[src/rtl/aes_top_pack.sv]
// Shared types and helpers for the header adder/remover pair.
// Header words are taken MSB word first so both sides agree on beat order.
package aes_top_pack;

    localparam int HEADER_BITS_DEF = 256;
    localparam int HDR_MAX_BITS    = 1024;

    typedef enum logic [1:0] {
        IDLE    = 2'd0,
        HEADER  = 2'd1,
        PAYLOAD = 2'd2,
        DROP    = 2'd3
    } header_remover_state_t;

    // Word idx of a hdr_bits-wide header, returned in the low data_w bits.
    function automatic logic [HDR_MAX_BITS-1:0] hdr_word(
        input logic [HDR_MAX_BITS-1:0] header,
        input int                      hdr_bits,
        input int                      data_w,
        input int                      idx
    );
        return header >> (hdr_bits - (idx + 1) * data_w);
    endfunction

endpackage

[src/rtl/st_reg_slice.sv]
// Single-entry streaming register slice: data/sop/eop held until taken downstream.
// Latency 1 cycle; push_rdy = ~full | src_rdy, so no valid->ready combinational path.
// Backpressure: holds contents stable while src_rdy is low.
module st_reg_slice #(
    parameter int DATA_W = 32
) (
    input  logic              clk,
    input  logic              rst_n,
    input  logic              push_vld,
    input  logic [DATA_W-1:0] push_dat,
    input  logic              push_sop,
    input  logic              push_eop,
    output logic              push_rdy,
    output logic              src_vld,
    output logic [DATA_W-1:0] src_dat,
    output logic              src_sop,
    output logic              src_eop,
    input  logic              src_rdy
);

    logic              vld_q;
    logic [DATA_W-1:0] dat_q;
    logic              sop_q;
    logic              eop_q;

    assign push_rdy = ~vld_q | src_rdy;
    assign src_vld  = vld_q;
    assign src_dat  = dat_q;
    assign src_sop  = sop_q;
    assign src_eop  = eop_q;

    always_ff @(posedge clk) begin
        if (!rst_n) begin
            vld_q <= 1'b0;
            dat_q <= '0;
            sop_q <= 1'b0;
            eop_q <= 1'b0;
        end else if (push_vld && push_rdy) begin
            vld_q <= 1'b1;
            dat_q <= push_dat;
            sop_q <= push_sop;
            eop_q <= push_eop;
        end else if (src_rdy) begin
            vld_q <= 1'b0;
        end
    end

endmodule

[src/rtl/header_remover.sv]
// Strips and checks the fixed header of each message, forwarding payload with sop moved up.
// Latency 1 cycle (payload beat accepted at N appears at N+1) through one register slice.
// Backpressure: snk_rdy = ~slice_full | src_rdy in every state; nothing is skid-buffered.
module header_remover
    import aes_top_pack::*;
#(
    parameter int DATA_W           = 32,
    parameter int HEADER_BITS      = HEADER_BITS_DEF,
    parameter bit DROP_ON_MISMATCH = 1'b1,
    parameter int CNT_W            = 16
) (
    input  logic                   clk,
    input  logic                   rst_n,
    input  logic [DATA_W-1:0]      snk_dat,
    input  logic                   snk_vld,
    input  logic                   snk_sop,
    input  logic                   snk_eop,
    output logic                   snk_rdy,
    output logic [DATA_W-1:0]      src_dat,
    output logic                   src_vld,
    output logic                   src_sop,
    output logic                   src_eop,
    input  logic                   src_rdy,
    input  logic [HEADER_BITS-1:0] header_data,
    output logic                   hdr_mismatch,
    output logic                   short_msg,
    output logic                   proto_err,
    output logic [CNT_W-1:0]       msgs_removed
);

    localparam int HDR_WORDS = HEADER_BITS / DATA_W;
    localparam int IDX_W     = (HDR_WORDS > 1) ? $clog2(HDR_WORDS) : 1;
    localparam logic [IDX_W-1:0] LAST_IDX = IDX_W'(HDR_WORDS - 1);

    header_remover_state_t state_q;
    logic [IDX_W-1:0]      hdr_idx_q;
    logic [IDX_W-1:0]      cmp_idx;
    logic                  mis_q;
    logic                  first_q;
    logic                  hdr_mismatch_q;
    logic                  short_msg_q;
    logic                  proto_err_q;
    logic [CNT_W-1:0]      cnt_q;
    logic                  fire;
    logic                  slice_rdy;
    logic                  hdr_beat;
    logic                  restart;
    logic                  word_bad;
    logic                  acc_bad;
    logic                  last_word;
    logic                  push_vld;
    logic [DATA_W-1:0]     exp_word;

    assign fire         = snk_vld & slice_rdy;
    assign snk_rdy      = slice_rdy;
    assign hdr_mismatch = hdr_mismatch_q;
    assign short_msg    = short_msg_q;
    assign proto_err    = proto_err_q;
    assign msgs_removed = cnt_q;

    // A sop seen in HEADER restarts the compare from word 0 with this beat.
    always_comb begin
        restart   = (state_q == IDLE) | snk_sop;
        hdr_beat  = ((state_q == IDLE) & snk_sop) | (state_q == HEADER);
        cmp_idx   = restart ? '0 : hdr_idx_q;
        exp_word  = DATA_W'(hdr_word(HDR_MAX_BITS'(header_data), HEADER_BITS, DATA_W,
                                     int'(cmp_idx)));
        word_bad  = (snk_dat != exp_word);
        acc_bad   = (mis_q & ~restart) | word_bad;
        last_word = (cmp_idx == LAST_IDX);
        push_vld  = fire & (state_q == PAYLOAD);
    end

    always_ff @(posedge clk) begin
        if (!rst_n) begin
            state_q        <= IDLE;
            hdr_idx_q      <= '0;
            mis_q          <= 1'b0;
            first_q        <= 1'b0;
            hdr_mismatch_q <= 1'b0;
            short_msg_q    <= 1'b0;
            proto_err_q    <= 1'b0;
            cnt_q          <= '0;
        end else begin
            hdr_mismatch_q <= 1'b0;
            short_msg_q    <= 1'b0;
            proto_err_q    <= 1'b0;
            if (fire) begin
                if (hdr_beat) begin
                    hdr_idx_q <= cmp_idx + 1'b1;
                    mis_q     <= acc_bad;
                    if ((state_q == HEADER) && snk_sop) begin
                        proto_err_q <= 1'b1;
                    end
                    if (snk_eop) begin
                        short_msg_q <= 1'b1;
                        state_q     <= IDLE;
                    end else if (last_word) begin
                        first_q <= 1'b1;
                        if (acc_bad) begin
                            hdr_mismatch_q <= 1'b1;
                            if (DROP_ON_MISMATCH) begin
                                state_q <= DROP;
                            end else begin
                                state_q <= PAYLOAD;
                            end
                        end else begin
                            if (cnt_q != '1) begin
                                cnt_q <= cnt_q + 1'b1;
                            end
                            state_q <= PAYLOAD;
                        end
                    end else begin
                        state_q <= HEADER;
                    end
                end else begin
                    case (state_q)
                        IDLE: proto_err_q <= 1'b1;
                        PAYLOAD: begin
                            first_q <= 1'b0;
                            if (snk_sop) begin
                                proto_err_q <= 1'b1;
                            end
                            if (snk_eop) begin
                                state_q <= IDLE;
                            end
                        end
                        DROP: begin
                            if (snk_eop) begin
                                state_q <= IDLE;
                            end
                        end
                        default: ;
                    endcase
                end
            end
        end
    end

    st_reg_slice #(
        .DATA_W (DATA_W)
    ) u_slice (
        .clk      (clk),
        .rst_n    (rst_n),
        .push_vld (push_vld),
        .push_dat (snk_dat),
        .push_sop (first_q),
        .push_eop (snk_eop),
        .push_rdy (slice_rdy),
        .src_vld  (src_vld),
        .src_dat  (src_dat),
        .src_sop  (src_sop),
        .src_eop  (src_eop),
        .src_rdy  (src_rdy)
    );

endmodule

[config.mk]
export PLATFORM = sky130hd
export DESIGN_NAME = header_remover
export DESIGN_NICKNAME = d
export VERILOG_FILES = /design/src/rtl/aes_top_pack.sv /design/src/rtl/st_reg_slice.sv /design/src/rtl/header_remover.sv
export SDC_FILE = /design/constraint.sdc
export NUM_CORES = 1
export LEC_CHECK = 0
export ABC_AREA = 1
export CAP_MARGIN = 10
export CORE_MARGIN = 3
export CORE_UTILIZATION = 25
export CTS_CLUSTER_SIZE = 20
export DETAILED_ROUTE_END_ITERATION = 6
export PLACE_DENSITY = 0.62
export SKIP_CTS_REPAIR_TIMING = 1
export SLEW_MARGIN = 20
export SYNTH_ARGS = -nofsm -noshare
export SYNTH_HDL_FRONTEND = slang
export SYNTH_HIERARCHICAL = 1
export SYNTH_SLANG_ARGS = --single-unit
[constraint.sdc]
create_clock -name clk -period 6.4 [get_ports clk]
set_clock_uncertainty 0.1 [all_clocks]
set_input_delay 1.28 -clock clk [delete_from_list [all_inputs] [get_ports clk]]
set_output_delay 1.28 -clock clk [all_outputs]
set_load 0.05 [all_outputs]
==> summary.txt, run 1 <==
Yosys
  • Synth area leader: sky130_fd_sc_hd__nand2_1
  • Netlist cell types: 37
  • Biggest area contributors in the synthesized netlist: sky130_fd_sc_hd__nand2_1 25%, sky130_fd_sc_hd__dfxtp_1 18%, sky130_fd_sc_hd__nor2_1 12%, sky130_fd_sc_hd__inv_1 11%, sky130_fd_sc_hd__nand3_1 7.8%
  • Number of flip-flops and latches in the synthesized netlist: 61
  • Share of the yosys chip area belonging to registers: 0.176
  • Fraction of synthesized cell area taken by the top area cell type: 0.245
  • Average cell area after synthesis: 5.13 sq um
  • Post-synth design cell area: 6930 sq um
  • Total number of yosys warnings: 6
  • Post-synth net total: 1,649
  • Cell count after synthesis: 1,352

Pwr
  • Pleak: around 5.5 nW
  • Power density normalized to cell area: between 100 and 150 nW/um^2
  • Largest voltage drop on the vdd net: about 0.0001 V

Timing
  • Final-layout setup total negative slack: 0 ns
  • Final worst path period share: 0.826
  • Total count of max-transition violations in the final report: 0
  • Tightest slew margin relative to the limit: 0.430
  • Clock period minus final worst setup slack: 5.28 ns
  • RSZ-0062 raised after global routing: false
  • Transition at the pin with the smallest max-transition slack: 0.854 ns
  • Timing-limited maximum frequency: roughly 0.19 GHz
  • Final hold violation count: 0
  • Final setup viols: 0

CTS
  • Clk Latency, worst-skew pair: ~0.33 ns
  • Clock tree from TritonCTS: done
  • Library cell used as clock root buffer: sky130_fd_sc_hd__clkbuf_16
  • Num CTS Buffers: 9
  • Number of H-tree levels: 3
  • Deepest clock path buffer count: 2
  • Clock edge transition at the registers on the reported setup and hold paths: about 0.06 ns
  • Number of sinks handled by clock tree synthesis: 61

Final layout
  • Most frequent standard cell in the layout excluding fill and tap cells: sky130_fd_sc_hd__nand2_1
  • Share of cells above drive strength 1: 0.0352
  • Layout net count: 1,941
  • Non-filler cells, final: 2,021
  • Area growth from synthesis to final layout: 57.1%
  • Antenna diode count: 0
  • Number of fill cells in the layout: 3,006
  • Highest-count cells in the layout ignoring fill and taps: 453 x sky130_fd_sc_hd__nand2_1, 347 x sky130_fd_sc_hd__clkdlybuf4s50_1, 223 x sky130_fd_sc_hd__nor2_1

Placement
  • Weighted congestion reported at the end of routability-driven placement: 0.866
  • Number of input and output port buffers inserted: 348
  • Placed Cells incl. Taps: 2,005
  • Detailed-placement wirelength estimate: 24,500 microns

Global route
  • Antenna violations before repair: 0
  • Vias in the first global route: 8,894
  • Remaining Overflow, GRT: 0
  • First-pass GRT wire length: 47,700 microns
  • Maximum number of pins on one net before global-route repair: 127
  • GR Util All Layers: 0.205

Drt
  • Vias per cell: 4.48
  • Total routed wirelength: 31,700 microns
  • First-pass DRT Iterations: 5
  • Via total after detailed routing: 9,046
  • DRC violation total after the first TritonRoute iteration: 514
  • Antenna violation net count after detailed routing: 0
  • # DRC: 0
  • Average routed wire per standard cell: 15.7 microns

Critical path
  • Worst setup path start: snk_sop
  • Source of the worst register-to-register timing path: hdr_idx_q[0]
  • Required time of the critical path: 6.52 ns
  • Critical path class: input port to flip-flop
  • Sort of element at the start of the critical path: input port
  • Critical path peak fanout: 67
  • Arrival @ worst endpoint: 5.40 ns
  • Sort of element at the end of the critical path: flip-flop

Min path
  • Worst min-delay path category: flip-flop to flip-flop
  • Hold path startpoint: first_q

Floorplan
  • IO Count: approximately 350
  • Site row count: 60
  • Die footprint: 29,700 sq um
  • Die width: 172 microns
  • Chip Height: 172 microns
  • CORE AREA: around 27,000 sq um
  • Starting density of the core: 0.256

Job
  • Max-cap viol count: 0

Status
  • Status: finished clean
-- through the flow --
| stage | power, mW | hold slack (ns) | setup slack, ns | util | area, sq um |
|---|---|---|---|---|---|
| 6_report | 1.30 | 0.364 | 1.12 | 0.402 | 10900 |
| 5_1_grt | 1.38 | 0.395 | 0.619 | 0.402 | 10900 |
| 4_1_cts | 1.32 | 0.363 | 1.06 | 0.401 | 10900 |
| 3_5_place_dp | 0.782 | 0.355 | 0.722 | 0.389 | 10600 |
| 3_3_place_gp | 0.780 | 0.352 | 0.788 | 0.389 | 10600 |
| 2_1_floorplan | 0.547 | 0.339 | 2.33 | - | 6930 |
-- metal layers --
layer,wire [microns],global-route usage,vias up
met5,0,0,-
met4,923,0.0635,0
met3,2010,0.0423,51
met2,15600,0.374,285
met1,13200,0.238,3972
li1,-,-,4738
-- worst max-delay path, cell delays in order --
cell and delay, ns:
sky130_fd_sc_hd__clkdlybuf4s50_1 0.57, sky130_fd_sc_hd__inv_2 0.22, sky130_fd_sc_hd__nand3_4 0.15, sky130_fd_sc_hd__buf_4 0.41, sky130_fd_sc_hd__buf_4 0.63, sky130_fd_sc_hd__nand2_1 0.10, sky130_fd_sc_hd__nand3_1 0.11, sky130_fd_sc_hd__nand2_1 0.07
sky130_fd_sc_hd__nand2_1 0.06, sky130_fd_sc_hd__nand2_1 0.09, sky130_fd_sc_hd__nand3_1 0.09, sky130_fd_sc_hd__nand2_1 0.06, sky130_fd_sc_hd__nor2_1 0.10, sky130_fd_sc_hd__nand2_1 0.06, sky130_fd_sc_hd__nor2_1 0.13, sky130_fd_sc_hd__nand3_1 0.19
sky130_fd_sc_hd__nor2_2 0.45, sky130_fd_sc_hd__nand4_1 0.24, sky130_fd_sc_hd__o21ai_0 0.26, sky130_fd_sc_hd__nor2_1 0.06
-- cell type report --
| type | instances | area [sq um] | share of cell area |
|---|---|---|---|
| multi-input combinational | 1007 | 4510 | 0.414 |
| timing repair buffer | 363 | 3600 | 0.331 |
| sequential | 61 | 1220 | 0.112 |
| inverter | 202 | 758 | 0.0697 |
| tap | 372 | 465 | 0.0428 |
| clock buffer | 10 | 239 | 0.0220 |
| clock inverter | 6 | 86.3 | 0.00793 |
-- logic make-up after synthesis --
family | after synthesis | synth area share
compound gates | 128 | 0.103
simple gates | 869 | 0.531
buf+inv | 284 | 0.176
fa+ha+maj | 3 | 0.00542
flops | 61 | 0.176
xor+xnor | 7 | 0.00885
-- power by group --
| group | total [mW] | switching (mW) | internal, mW |
|---|---|---|---|
| registers | 0.385 | 0.00214 | 0.383 |
| clock network | 0.531 | 0.181 | 0.350 |
| logic | 0.388 | 0.170 | 0.219 |
-- cells in the mapped netlist, drive strengths merged --
library cell and n:
a31oi 2, nand3b 34, ha 3, xnor2 2, dfxtp 61, clkbuf 24, a311oi 1, nand3 110
inv 201, buf 58, nor2 227, a21oi 51, a21boi 2, nor4 5, clkinv 1, o21ai 63
o21bai 1, nand2 456, nand4 31, xor2 5, o211ai 8, nor3 6
-- path summary, 6_finish.rpt --
| path | to | slack (ns) | cells past startpoint |
|---|---|---|---|
| worst max-delay path | msgs_removed[5] | 1.12 | 20 |
| worst min-delay path | first_q | 0.36 | 2 |
| worst max register to register | msgs_removed[5] | 2.17 | 19 |
| worst min register to register | first_q | 0.36 | 2 |
-- sequential cells by signal, indices dropped and copies added (netlist names) --
name             cells
u_slice/src_dat     32
short_msg            1
u_slice/src_sop      1
hdr_mismatch         1
msgs_removed        16
u_slice/src_vld      1
mis_q                1
u_slice/src_eop      1
proto_err            1
state_q              2
hdr_idx_q            3
first_q              1
No activity file was read; power rests on OpenSTA's default activity.
==> run 2: changes to the inputs <==
PLACE_DENSITY = 0.64   (was 0.62)
clock period = 4.8 ns   (was 6.4 ns; I/O delays follow)
==> summary.txt, run 2 (synthesis results as in run 1) <==
Critical path
  • Worst setup slack for register-to-register paths: 1.27 ns (was 2.17 ns)
  • Sort of element at the start of the critical path: input port (unchanged)
  • Critical path peak fanout: 16 (was 67)
  • Source of the worst register-to-register timing path: state_q[1] (was hdr_idx_q[0])
  • Required time of the critical path: 4.97 ns (was 6.52 ns)
  • Sort of element at the end of the critical path: flip-flop (unchanged)
  • Arrival @ worst endpoint: 4.26 ns (was 5.40 ns)
  • Critical path class: input port to flip-flop (unchanged)
  • Endpoint of the most critical register-to-register path: msgs_removed[7] (was msgs_removed[5])
  • Depth of the worst register-to-register path: 22 (was 19)

Timing
  • Min Hold Slack: 0.361 ns (was 0.364 ns)
  • Tightest slew margin relative to the limit: 0.360 (was 0.430)
  • Final setup viols: 0 (unchanged)
  • Smallest setup slack after layout: 0.703 ns (was 1.12 ns)
  • Transition at the pin with the smallest max-transition slack: 0.960 ns (was 0.854 ns)
  • RSZ-0062 raised after global routing: false (unchanged)
  • Final hold violation count: 0 (unchanged)
  • Final-layout setup total negative slack: 0 ns (unchanged)
  • Final worst path period share: 0.854
  • Total count of max-transition violations in the final report: 0 (unchanged)
  • Timing-limited maximum frequency: approximately 0.24 GHz
  • Clock period minus final worst setup slack: a little over 4 ns

Drt
  • First-pass DRT Iterations: 5 (unchanged)
  • Via total after detailed routing: 9,158 (was 9,046)
  • Vias per cell: 4.53 (was 4.48)
  • # DRC: 0 (unchanged)
  • Total routed wirelength: 31,600 microns (was 31,700 microns)
  • Average routed wire per standard cell: 15.7 microns (about the same)
  • DRC violation total after the first TritonRoute iteration: 539 (was 514)
  • Antenna violation net count after detailed routing: 0 (unchanged)

Job
  • Max-cap viol count: 0 (unchanged)

Final layout
  • Combined area of the multi-input logic cells: 4510 sq um (unchanged)
  • Antenna diode count: 0 (unchanged)
  • Layout net count: 1,943 (was 1,941)
  • Number of fill cells in the layout: 2,934 (was 3,006)
  • Register cell area after layout: 1220 sq um (unchanged)
  • Area growth from synthesis to final layout: 57.7% (was 57.1%)
  • Most frequent standard cell in the layout excluding fill and tap cells: sky130_fd_sc_hd__nand2_1 (unchanged)
  • Flip-flop count of the largest register, all copies and words added: 32 (unchanged)
  • Share of cells above drive strength 1: 0.0346 (was 0.0352)
  • Non-filler cells, final: 2,021 (unchanged)
  • Highest-count cells in the layout ignoring fill and taps: 453 x sky130_fd_sc_hd__nand2_1, 347 x sky130_fd_sc_hd__clkdlybuf4s50_1, 223 x sky130_fd_sc_hd__nor2_1 (unchanged)

Global route
  • Vias in the first global route: 8,760 (was 8,894)
  • First-pass GRT wire length: 47,400 microns (was 47,700 microns)
  • GR Util All Layers: 0.204 (was 0.205)
  • Maximum number of pins on one net before global-route repair: 127 (unchanged)
  • Antenna violations before repair: 1 (was 0)
  • Remaining Overflow, GRT: 0 (unchanged)

Floorplan
  • Die width: 172 microns (unchanged)
  • Die footprint: 29,700 sq um (unchanged)
  • Starting density of the core: 0.256 (unchanged)
  • CORE AREA: 27,100 sq um (unchanged)
  • Site row count: 60 (unchanged)
  • Chip Height: 172 microns (unchanged)
  • IO Count: 349 (unchanged)

Placement
  • Number of input and output port buffers inserted: 348 (unchanged)
  • Placed Cells incl. Taps: 2,007 (was 2,005)
  • Detailed-placement wirelength estimate: 24,600 microns (was 24,500 microns)
  • Weighted congestion reported at the end of routability-driven placement: 0.846 (was 0.866)
  • Worst setup slack after placement: 0.342 ns (was 0.722 ns)

Pwr
  • Pleak: 5.49 nW (was 5.46 nW)
  • Power density normalized to cell area: 156 nW/um^2 (was 120 nW/um^2)
  • Largest voltage drop on the vdd net: 0.000189 V (was 0.000101 V)
  • Power consumption: 1.70 mW (was 1.30 mW)

Min path
  • Worst min-delay path category: flip-flop to flip-flop (unchanged)
  • Hold path startpoint: first_q (unchanged)
  • Endpoint with the worst hold slack: first_q (unchanged)
  • Hold Path Cell Cnt: 2 (unchanged)

CTS
  • Deepest clock path buffer count: 2 (unchanged)
  • Library cell used as clock root buffer: sky130_fd_sc_hd__clkbuf_16 (unchanged)
  • Number of H-tree levels: 3 (unchanged)
  • Clock edge transition at the registers on the reported setup and hold paths: 0.05 ns (was 0.06 ns)
  • Clock tree from TritonCTS: done (unchanged)
  • Number of sinks handled by clock tree synthesis: 61 (unchanged)
  • Num CTS Buffers: 9 (unchanged)
  • Clk Latency, worst-skew pair: 0.33 ns (about the same)

Status
  • Status: finished clean (unchanged)
[run 2: changes by cell type in the layout (fill, tap and decap cells not counted), sizes merged]
| cell | delta |
|---|---|
| clkbuf | +3 |
| clkinv | -3 |
| buf | +2 |
| clkinvlp | -1 |
| bufinv | -1 |
[run 2: per-stage QoR]
| step | instance area, sq um | utilization |
|---|---|---|
| after floorplan | 6930 | - |
| after global placement | 10600 | 0.392 |
| after detailed placement | 10600 | 0.392 |
| after CTS | 10900 | 0.403 |
| after global routing | 10900 | 0.403 |
| final | 10900 | 0.403 |
[run 2: worst max path at each step]
stage / cells after the start / endpoint / startpoint
6_report: 24 / msgs_removed[7] / snk_sop
5_1_grt: 24 / msgs_removed[7] / snk_sop
4_1_cts: 24 / msgs_removed[7] / snk_sop
3_5_place_dp: 24 / msgs_removed[7] / snk_sop
3_3_place_gp: 24 / msgs_removed[7] / snk_sop
2_1_floorplan: 22 / msgs_removed[10] / snk_sop
[run 2: layout make-up]
type / count / area share
multi-input cells: 1007 / 0.413
inverters: 202 / 0.0694
clock buffers: 13 / 0.0247
flip-flops and latches: 61 / 0.112
repair buffers: 365 / 0.336
well taps: 372 / 0.0426
clock inverters: 1 / 0.00275
[run 2: worst max-delay path, cell delays in order]
cell,delay [ns]
sky130_fd_sc_hd__clkdlybuf4s50_1,0.49
sky130_fd_sc_hd__nor2_4,0.19
sky130_fd_sc_hd__nand3_1,0.11
sky130_fd_sc_hd__inv_1,0.08
sky130_fd_sc_hd__ha_1,0.25
sky130_fd_sc_hd__nor2_1,0.12
sky130_fd_sc_hd__nor2_1,0.08
sky130_fd_sc_hd__nor2_4,0.22
sky130_fd_sc_hd__buf_12,0.18
sky130_fd_sc_hd__nand2_1,0.07
sky130_fd_sc_hd__nand2_1,0.08
sky130_fd_sc_hd__nand2_1,0.05
sky130_fd_sc_hd__nand2_1,0.06
sky130_fd_sc_hd__nand2_1,0.05
sky130_fd_sc_hd__nor2_1,0.09
sky130_fd_sc_hd__nand2_1,0.06
sky130_fd_sc_hd__nor2_1,0.12
sky130_fd_sc_hd__nand3_1,0.20
sky130_fd_sc_hd__nor2_2,0.17
sky130_fd_sc_hd__buf_4,0.18
sky130_fd_sc_hd__nand3_1,0.14
sky130_fd_sc_hd__o21bai_1,0.18
sky130_fd_sc_hd__inv_1,0.05
sky130_fd_sc_hd__nor2_1,0.08
[run 2: metal layers]
layer	up-vias	routed length, microns	GRT usage
met5	-	13	0
met4	2	598	0.0382
met3	37	2280	0.0444
met2	310	15900	0.379
met1	4063	12900	0.242
li1	4746	-	-
[run 2: report_power, final]
group	leakage, nW	switching [mW]	internal (mW)
clock	0.148	0.222	0.438
combinational	4.85	0.231	0.295
sequential	0.493	0.00444	0.511
